===== src/rtl/bcom_pkg.sv =====
// Shared constants, FSM state encoding and frame layout for the byte-command host.
//   CMD_WR / CMD_RD : command bytes that open a write / read frame
//   N_DATA          : data bytes carried by every frame
//   bcom_frame_t    : 88-bit payload, frec_mod in the low bits so that byte 1
//                     of the frame is bits [7:0] and the payload shifts out LSB first
package bcom_pkg;

    localparam logic [7:0]  CMD_WR  = 8'h0F;
    localparam logic [7:0]  CMD_RD  = 8'hF0;
    localparam int unsigned N_DATA  = 11;
    localparam int unsigned CNT_W   = 4;
    localparam int unsigned FRAME_W = 88;

    typedef enum logic [2:0] {
        S_IDLE,
        S_TX_LOAD,
        S_TX_GUARD,
        S_TX_WAIT,
        S_RX_WAIT,
        S_DONE
    } state_t;

    // Field offsets: frec_mod 0, frec_por 24, im_am 48, im_fm 64, control 80
    typedef struct packed {
        logic [7:0]  control;
        logic [15:0] im_fm;
        logic [15:0] im_am;
        logic [23:0] frec_por;
        logic [23:0] frec_mod;
    } bcom_frame_t;

endpackage


===== src/rtl/bcom_host.sv =====
// Host-side initiator for the byte-command configuration protocol.
// Sends write frames (0x0F + 11 data bytes) or read frames (0xF0) through a
// UART TX byte interface and collects the 11 read-back bytes from UART RX.
// Ports:
//   clk, ic_rst_n                 clock, async active-low reset
//   ic_wr_req / ic_rd_req         frame requests, sampled only when idle
//   id_frec_mod .. id_control     values to write, snapshot on acceptance
//   ic_txbusy, od_txdw, oc_txena  UART TX byte handshake
//   id_rxdw, ic_rxrdy             UART RX byte + strobe (rising edge counts)
//   od_rd_*                       read-back registers, updated on complete reads
//   oc_busy, oc_done, oc_timeout  status: frame active, done pulse, read abort pulse
module bcom_host
    import bcom_pkg::*;
#(
    parameter int unsigned TIMEOUT_CLKS = 100000,
    parameter int unsigned TO_W         = 17
) (
    input  logic        clk,
    input  logic        ic_rst_n,
    input  logic        ic_wr_req,
    input  logic        ic_rd_req,
    input  logic [23:0] id_frec_mod,
    input  logic [23:0] id_frec_por,
    input  logic [15:0] id_im_am,
    input  logic [15:0] id_im_fm,
    input  logic [7:0]  id_control,
    input  logic        ic_txbusy,
    output logic [7:0]  od_txdw,
    output logic        oc_txena,
    input  logic [7:0]  id_rxdw,
    input  logic        ic_rxrdy,
    output logic [23:0] od_rd_frec_mod,
    output logic [23:0] od_rd_frec_por,
    output logic [15:0] od_rd_im_am,
    output logic [15:0] od_rd_im_fm,
    output logic [7:0]  od_rd_control,
    output logic        oc_busy,
    output logic        oc_done,
    output logic        oc_timeout
);

    state_t            state_q, state_d;
    logic [CNT_W-1:0]  cnt_q, cnt_d;
    logic              rd_q, rd_d;
    bcom_frame_t       sr_q, sr_d;
    bcom_frame_t       shadow_q, shadow_d;
    bcom_frame_t       rdback_q, rdback_d;
    logic [TO_W-1:0]   to_q, to_d;
    logic [7:0]        txdw_q, txdw_d;
    logic              txena_q, txena_d;
    logic              timeout_q, timeout_d;
    logic              done_q, busy_q;
    logic              rx_prev_q;
    logic              rx_edge_c;
    bcom_frame_t       snap_c;

    assign snap_c = '{control:  id_control,
                      im_fm:    id_im_fm,
                      im_am:    id_im_am,
                      frec_por: id_frec_por,
                      frec_mod: id_frec_mod};

    // A held strobe counts once: only the 0->1 transition captures a byte
    assign rx_edge_c = ic_rxrdy & ~rx_prev_q;

    // State and datapath registers
    always_ff @(posedge clk or negedge ic_rst_n) begin
        if (!ic_rst_n) begin
            state_q   <= S_IDLE;
            cnt_q     <= '0;
            rd_q      <= 1'b0;
            sr_q      <= '0;
            shadow_q  <= '0;
            rdback_q  <= '0;
            to_q      <= '0;
            txdw_q    <= '0;
            txena_q   <= 1'b0;
            timeout_q <= 1'b0;
            done_q    <= 1'b0;
            busy_q    <= 1'b0;
            rx_prev_q <= 1'b0;
        end else begin
            state_q   <= state_d;
            cnt_q     <= cnt_d;
            rd_q      <= rd_d;
            sr_q      <= sr_d;
            shadow_q  <= shadow_d;
            rdback_q  <= rdback_d;
            to_q      <= to_d;
            txdw_q    <= txdw_d;
            txena_q   <= txena_d;
            timeout_q <= timeout_d;
            done_q    <= (state_d == S_DONE);
            busy_q    <= (state_d != S_IDLE);
            rx_prev_q <= ic_rxrdy;
        end
    end

    // Next-state and datapath update
    always_comb begin
        state_d   = state_q;
        cnt_d     = cnt_q;
        rd_d      = rd_q;
        sr_d      = sr_q;
        shadow_d  = shadow_q;
        rdback_d  = rdback_q;
        to_d      = to_q;
        txdw_d    = txdw_q;
        txena_d   = 1'b0;
        timeout_d = 1'b0;

        case (state_q)
            S_IDLE: begin
                cnt_d = '0;
                if (ic_wr_req) begin
                    rd_d    = 1'b0;
                    txdw_d  = CMD_WR;
                    sr_d    = snap_c;
                    state_d = S_TX_LOAD;
                end else if (ic_rd_req) begin
                    rd_d    = 1'b1;
                    txdw_d  = CMD_RD;
                    sr_d    = snap_c;
                    state_d = S_TX_LOAD;
                end
            end

            S_TX_LOAD: begin
                if (!ic_txbusy) begin
                    txena_d = 1'b1;
                    state_d = S_TX_GUARD;
                end
            end

            // Busy is ignored here so a UART that raises busy late is not missed
            S_TX_GUARD: begin
                state_d = S_TX_WAIT;
            end

            S_TX_WAIT: begin
                if (!ic_txbusy) begin
                    if (rd_q) begin
                        cnt_d   = '0;
                        to_d    = '0;
                        state_d = S_RX_WAIT;
                    end else if (cnt_q < CNT_W'(N_DATA)) begin
                        cnt_d   = cnt_q + CNT_W'(1);
                        txdw_d  = sr_q[7:0];
                        sr_d    = bcom_frame_t'(sr_q >> 8);
                        state_d = S_TX_LOAD;
                    end else begin
                        state_d = S_DONE;
                    end
                end
            end

            // Bytes shift in from the top so byte 1 lands in bits [7:0]
            S_RX_WAIT: begin
                if (cnt_q == CNT_W'(N_DATA)) begin
                    rdback_d = shadow_q;
                    state_d  = S_DONE;
                end else if (rx_edge_c) begin
                    shadow_d = bcom_frame_t'({id_rxdw, shadow_q[FRAME_W-1:8]});
                    cnt_d    = cnt_q + CNT_W'(1);
                    to_d     = '0;
                end else if (to_q == TO_W'(TIMEOUT_CLKS - 1)) begin
                    timeout_d = 1'b1;
                    state_d   = S_IDLE;
                end else begin
                    to_d = to_q + TO_W'(1);
                end
            end

            S_DONE: begin
                state_d = S_IDLE;
            end

            default: begin
                state_d = S_IDLE;
            end
        endcase
    end

    assign od_txdw        = txdw_q;
    assign oc_txena       = txena_q;
    assign oc_busy        = busy_q;
    assign oc_done        = done_q;
    assign oc_timeout     = timeout_q;
    assign od_rd_frec_mod = rdback_q.frec_mod;
    assign od_rd_frec_por = rdback_q.frec_por;
    assign od_rd_im_am    = rdback_q.im_am;
    assign od_rd_im_fm    = rdback_q.im_fm;
    assign od_rd_control  = rdback_q.control;

endmodule


===== config.mk =====
export PLATFORM = sky130hd
export DESIGN_NAME = bcom_host
export DESIGN_NICKNAME = d
export VERILOG_FILES = /design/src/rtl/bcom_pkg.sv /design/src/rtl/bcom_host.sv
export SDC_FILE = /design/constraint.sdc
export NUM_CORES = 1
export LEC_CHECK = 0
export BUFFER_PORTS_ARGS = -buffer_cell sky130_fd_sc_hd__buf_2
export CAP_MARGIN = 40
export CORE_MARGIN = 3
export CORE_UTILIZATION = 61
export CTS_BUF_LIST = sky130_fd_sc_hd__clkbuf_16
export DETAILED_ROUTE_END_ITERATION = 6
export GPL_TIMING_DRIVEN = 0
export PLACE_DENSITY = 0.9
export SYNTH_ARGS = -nofsm -noshare
export SYNTH_HDL_FRONTEND = slang
export SYNTH_SLANG_ARGS = --single-unit

===== constraint.sdc =====
create_clock -name clk -period 5.2 [get_ports clk]
set_clock_uncertainty 0.2 [all_clocks]
set_input_delay 0.26 -clock clk [delete_from_list [all_inputs] [get_ports clk]]
set_output_delay 0.26 -clock clk [all_outputs]
set_load 0.05 [all_outputs]

Word level (Yosys, flattened, before mapping)
Cells that the tools add are included.
{"block": "word_totals", "word_cells": 101, "mem_count": 0, "ram_bits": 0, "regBits": 302, "latchBits": 0, "mem_bits_ro": 0, "inputBits": 102, "output_inout_bits": 100}
{"block": "classes", "n_eq_ne": 16, "n_div": 0, "n_mul": 0, "n_addsub": 2, "n_bitwise": 3, "n_shift": 0, "n_lt_le_gt_ge": 1, "n_mux": 42, "n_reduce_logical": 12}
{"cell": "88-bit two-way mux", "count": 5}
{"cell": "88-bit case mux with 2 select lines", "count": 1}
{"cell": "17-bit two-way mux", "count": 5}
{"cell": "8-bit two-way mux", "count": 5}
{"cell": "17-bit case mux with 2 select lines", "count": 1}
{"cell": "3-bit two-way mux", "count": 9}
{"cell": "4-bit two-way mux", "count": 5}
{"cell": "17-bit by 1-bit adder with 17-bit output (second input constant)", "count": 1}
{"cell": "17-bit equality test (second input constant)", "count": 1}
{"cell": "8-bit case mux with 2 select lines", "count": 1}
{"cell": "3-bit case mux with 5 select lines", "count": 1}
{"cell": "5-bit AND reduction", "count": 3}
{"cell": "2-bit != test (second input constant)", "count": 6}
{"cell": "4-bit case mux with 3 select lines", "count": 1}
{"cell": "3-bit != test (second input constant)", "count": 3}
{"cell": "1-bit two-way mux", "count": 8}
{"cell": "3-bit by 2-bit equality test with 1-bit output (second input constant)", "count": 2}
{"cell": "3-bit equality test (second input constant)", "count": 2}
{"cell": "2-bit nonzero test", "count": 3}
{"cell": "3-bit nonzero test", "count": 2}
{"cell": "4-bit by 1-bit adder with 4-bit output (second input constant)", "count": 1}
{"cell": "4-bit equality test (second input constant)", "count": 1}
{"cell": "4-bit < comparator (second input constant)", "count": 1}
{"cell": "2-bit AND reduction", "count": 2}
{"cell": "5 further kinds", "count": 6}

Longest topological paths before layout
{"block": "depth", "ltp_word": 6, "depth_mapped": 9, "ltp_nobuf": 6}

Least setup slack after synthesis
Ideal clock, no wire load.
{"block": "synth_path", "path_type": "register to register", "from": "register to_q[11]", "to": "register busy_q (netlist: oc_busy)", "path_stages_with_launch": 5, "synth_period_minus_slack_ns": 2.034, "path_buffers": 0, "setup_slack_ns": 3.166, "arrival_ns": 1.707, "required_time_ns": 4.873, "path_cell_list": "dfrtp_1 or4b_4 nor4_4 a41o_1 nand3b_1"}
{"block": "synth_via", "elab_chain_cells": 6}
{"item": "start, declared", "line": "bcom_host.sv:48", "source": "logic [TO_W-1:0] to_q, to_d;"}
{"item": "start signal, assigned", "line": "bcom_host.sv:89", "source": "to_q <= to_d;"}
{"item": "17-bit equality test", "line": "bcom_host.sv:166", "source": "end else if (to_q == TO_W'(TIMEOUT_CLKS - 1)) begin"}
{"item": "3-bit two-way mux", "line": "bcom_host.sv:166"}
{"item": "3-bit two-way mux", "line": "bcom_host.sv:162", "source": "end else if (rx_edge_c) begin"}
{"item": "3-bit two-way mux", "line": "bcom_host.sv:159", "source": "if (cnt_q == CNT_W'(N_DATA)) begin"}
{"item": "3-bit case mux with 5 select lines", "line": "bcom_host.sv:112", "source": "case (state_q)"}
{"item": "3-bit nonzero test", "line": "bcom_host.sv:94", "source": "busy_q <= (state_d != S_IDLE);"}
{"item": "end signal, assigned", "line": "bcom_host.sv:94"}
{"item": "end, declared", "line": "bcom_host.sv:52", "source": "logic done_q, busy_q;"}
No other way between the ends.
A chain may end at the register's enable or synchronous reset.

Final worst setup path
{"block": "layout_path", "from": "register state_q[2]", "to": "register rdback_q, in the netlist od_rd_im_fm[8]"}
{"block": "layout_via", "elab_chain_cells": 2}
{"item": "start, declared", "line": "bcom_host.sv:42", "source": "state_t state_q, state_d;"}
{"item": "start signal, assigned", "line": "bcom_host.sv:83", "source": "state_q <= state_d;"}
{"item": "3-bit equality test", "line": "bcom_host.sv:112"}
{"item": "2-bit AND reduction (no source line)"}
{"item": "end signal, assigned", "line": "bcom_host.sv:88", "source": "rdback_q <= rdback_d;"}
{"item": "end, declared", "line": "bcom_host.sv:47", "source": "bcom_frame_t rdback_q, rdback_d;"}
No other way between the ends.

==> impl_metrics.toml <==
[place]
dp_cells = 1517
dp_hpwl_um = 20200
io_buffers = 201
gp_congestion = 0.899

[sta]
holdWs_ps = 13.3
fin_crit_sh_pct = 48.4
worstMarginPinSlew_ps = 712
hold_viol = 0
max_freq_mhz = 397
min_period_ps = 2520
finalMaxSlewViolations = 0
rsz0062_at_grt = "false"
finalSetupViolCount = 0
relSlewSlack_pct = 52.5

[detailed_routing]
drtIter0Drc = 820
drc_errors = 0
wl_per_cell_um = 20.4
drtPass1Iterations = 6
final_antenna_net_count = 0
wl_um = 34200
dr_total_vias = 9912
vias_per_cell = 5.92

[global_route]
grt.total_usage_pct = 31.3
antenna_found_initial = 3
grt_start_max_net_pins = 134
grt_pass1_wl_um = 54900
grt_pass1_vias = 10400
grt_overflow = 0

[synthesis]
ys_types = 51
async_reset_ff_share_pct = 100
yosysMostFrequentCell = "dfrtp_1"
ys_ff_latch = 302
synthCells = 1049
synth_commonest_cells = "dfrtp_1, mux2_2, nand2_1"
syn_nets = 1153
synth_flop_cell = "dfrtp_1"
synth-seq-area-share_pct = 60.9
yosys_warnings = 0
synth_edf_count = 0
synth_area_leader_cell = "dfrtp_1"
synth_area_um2 = 12400
avgSynthCellArea_um2 = 11.8
yosysTopAreaCellShare_pct = 60.9
synth_area_leaders = "dfrtp_1, mux2_2, nand2_1, a31oi_1, nor2_1"

[setup_path]
arrival_ps = 2730
r2r-end = "od_rd_im_fm[8]"
worstPathRequired_ps = 5410
cp-start-kind = "flop"
cp_top_family = "buffers and inverters"
crit_fanout = 10
crit_start = "state_q[2]"
worst-path-buf-inv = 4
crit_type = "flop to flop"
r2r_slack_ps = 2680
r2r_start = "state_q[2]"
path_cells = "buf_2 -> nor3b_2 -> buf_4 -> nand2_1 -> buf_2 -> buf_4 -> mux2_2"
slowest_stage = "buf_2"
critPathCaptureType = "flop"
worst-r2r-cell-count = 7
slowest_delay_ps = 380
cp.depth = 7
endpoint = "od_rd_im_fm[8]"

[clock_tree]
numClockSinks = 302
cts_buffers = 29
cts-root-buf = "clkbuf_16"
h-tree-depth = 1
path_clk_slew_ps = 70
cts_tree = "yes"
clock_path_buffers = 3
worst_skew_pair.late_latency_ps = 550

[floorplanning]
die_w_um = 149
start_util_pct = 63.0
die_h_um = 149
core_area_um2 = 19700
ios = 202
dieArea_um2 = 22100
row_count = 51

[status]
status = "finished, final reports clean"

[power]
power_density_nw_per_um2 = 473
power_mw = 7.48
p_leak_nw = 8.05
ir_worst_vdd_mv = 0.434

[final_layout]
post-route-util_pct = 80.2
areaGrowthSynthToFinish_pct = 27.4
fillers = 1041
stdcell_count = 1674
multi_input_area_um2 = 4480
nets = 1488
drive_gt1_share_pct = 34.3
regArea_um2 = 7560

[flow_run]
max-cap-violations = 0

[min_path]
hold_class = "input pin to async pin"
-- cell usage in the layout (no fill, tap or decap), drive strengths merged, types with 2 or more instances in the layout --
cell	n
nand3	13
clkinvlp	4
nor4	3
clkbuf	48
clkinv	10
xor2	5
and3b	2
inv	15
dfrtp	302
mux2i	3
nand4	8
buf	248
o31ai	2
xnor2	3
diode	3
nor2b	2
or2	2
ha	2
nand2	174
mux2	176
a31oi	84
and2	3
nor3b	2
nor2	108
o211ai	4
a22o	8
nor3	7
nor4b	2
o21ai	13
a21oi	27
nand2b	3
bufinv	5
nand3b	4
dlygate4sd3	101
-- worst register-to-register path, cell delays in order (launching register included) --
cell and delay (ps):
dfrtp_1 370, buf_2 180, nor3b_2 170, buf_4 180, nand2_1 270, buf_2 380
buf_4 270, mux2_2 360
-- per-layer routing --
metal | share of wire [%] | routed length (um) | vias to the layer above | track usage [%]
met5 | 0 | 0 | - | 0
met4 | 4.6 | 1580 | 0 | 14.0
met3 | 7.7 | 2620 | 147 | 5.88
met2 | 51 | 17300 | 589 | 54.3
met1 | 37 | 12600 | 4848 | 38.3
li1 | - | - | 4328 | -
-- cells by family (layout without fill, tap and decap cells) --
family                   count (synthesis)  in the layout  share of synthesized area [%]
XOR/XNOR                                 8              8                          0.564
other                                    0              3                              0
AO/OA/AOI/OAI                          143            143                           7.21
flip-flops                             302            302                           60.9
buffers and inverters                   74            431                           3.00
multiplexers                           179            179                           16.2
adder cells (fa/ha/maj)                  2              2                          0.202
AND/OR/NAND/NOR                        341            341                           11.9
-- sequential cells by signal, indices dropped and copies added, names as in the netlist, 16 cells and up --
signal          count
od_rd_frec_mod     24
shadow_q           88
od_rd_frec_por     24
sr_q               88
od_rd_im_fm        16
to_q               17
od_rd_im_am        16
-- where the power goes --
part           total [mW]  internal [mW]  switching, mW
clock network        2.18           1.27          0.911
registers            3.09           2.80          0.291
logic                2.22          0.746           1.47
total                7.48           4.81           2.67
-- worst min path at each step --
stage / slack [ps] / start / end / cells after the start
2_1_floorplan: -240 / ic_rst_n / cnt_q[0] / 0
3_3_place_gp: 190 / ic_rxrdy / rx_prev_q / 1
3_5_place_dp: -0.5 / ic_rst_n / to_q[10] / 1
4_1_cts: 20 / ic_rst_n / to_q[10] / 2
5_1_grt: 40 / ic_rst_n / to_q[10] / 2
6_report: 10 / ic_rst_n / to_q[10] / 2
-- stage by stage --
step / area [um^2] / worst slack, ps / setup TNS [ps]
finish: 15800 / 2680 / 0
global route: 15800 / 2570 / 0
CTS: 15800 / 2670 / 0
detailed placement: 13800 / 2710 / 0
global placement: 13800 / -1690 / -500690
floorplan: 12400 / 3170 / 0
-- layout make-up --
cell class	instances	share of cell area [%]
clock buffer	29	4.59
tap	265	2.10
timing repair buffer	304	13.2
sequential	302	47.8
multi-input combinational	673	28.3
buffer	64	2.12
clock inverter	24	1.62
antenna	3	0.0475
inverter	10	0.237
-- timing repair --
action,CTS,global route
hold endpoints to repair,407,0
resized for setup,0,0
hold buffers,101,0
buffers inserted,0,0
Power figures use the tool's default switching activity.
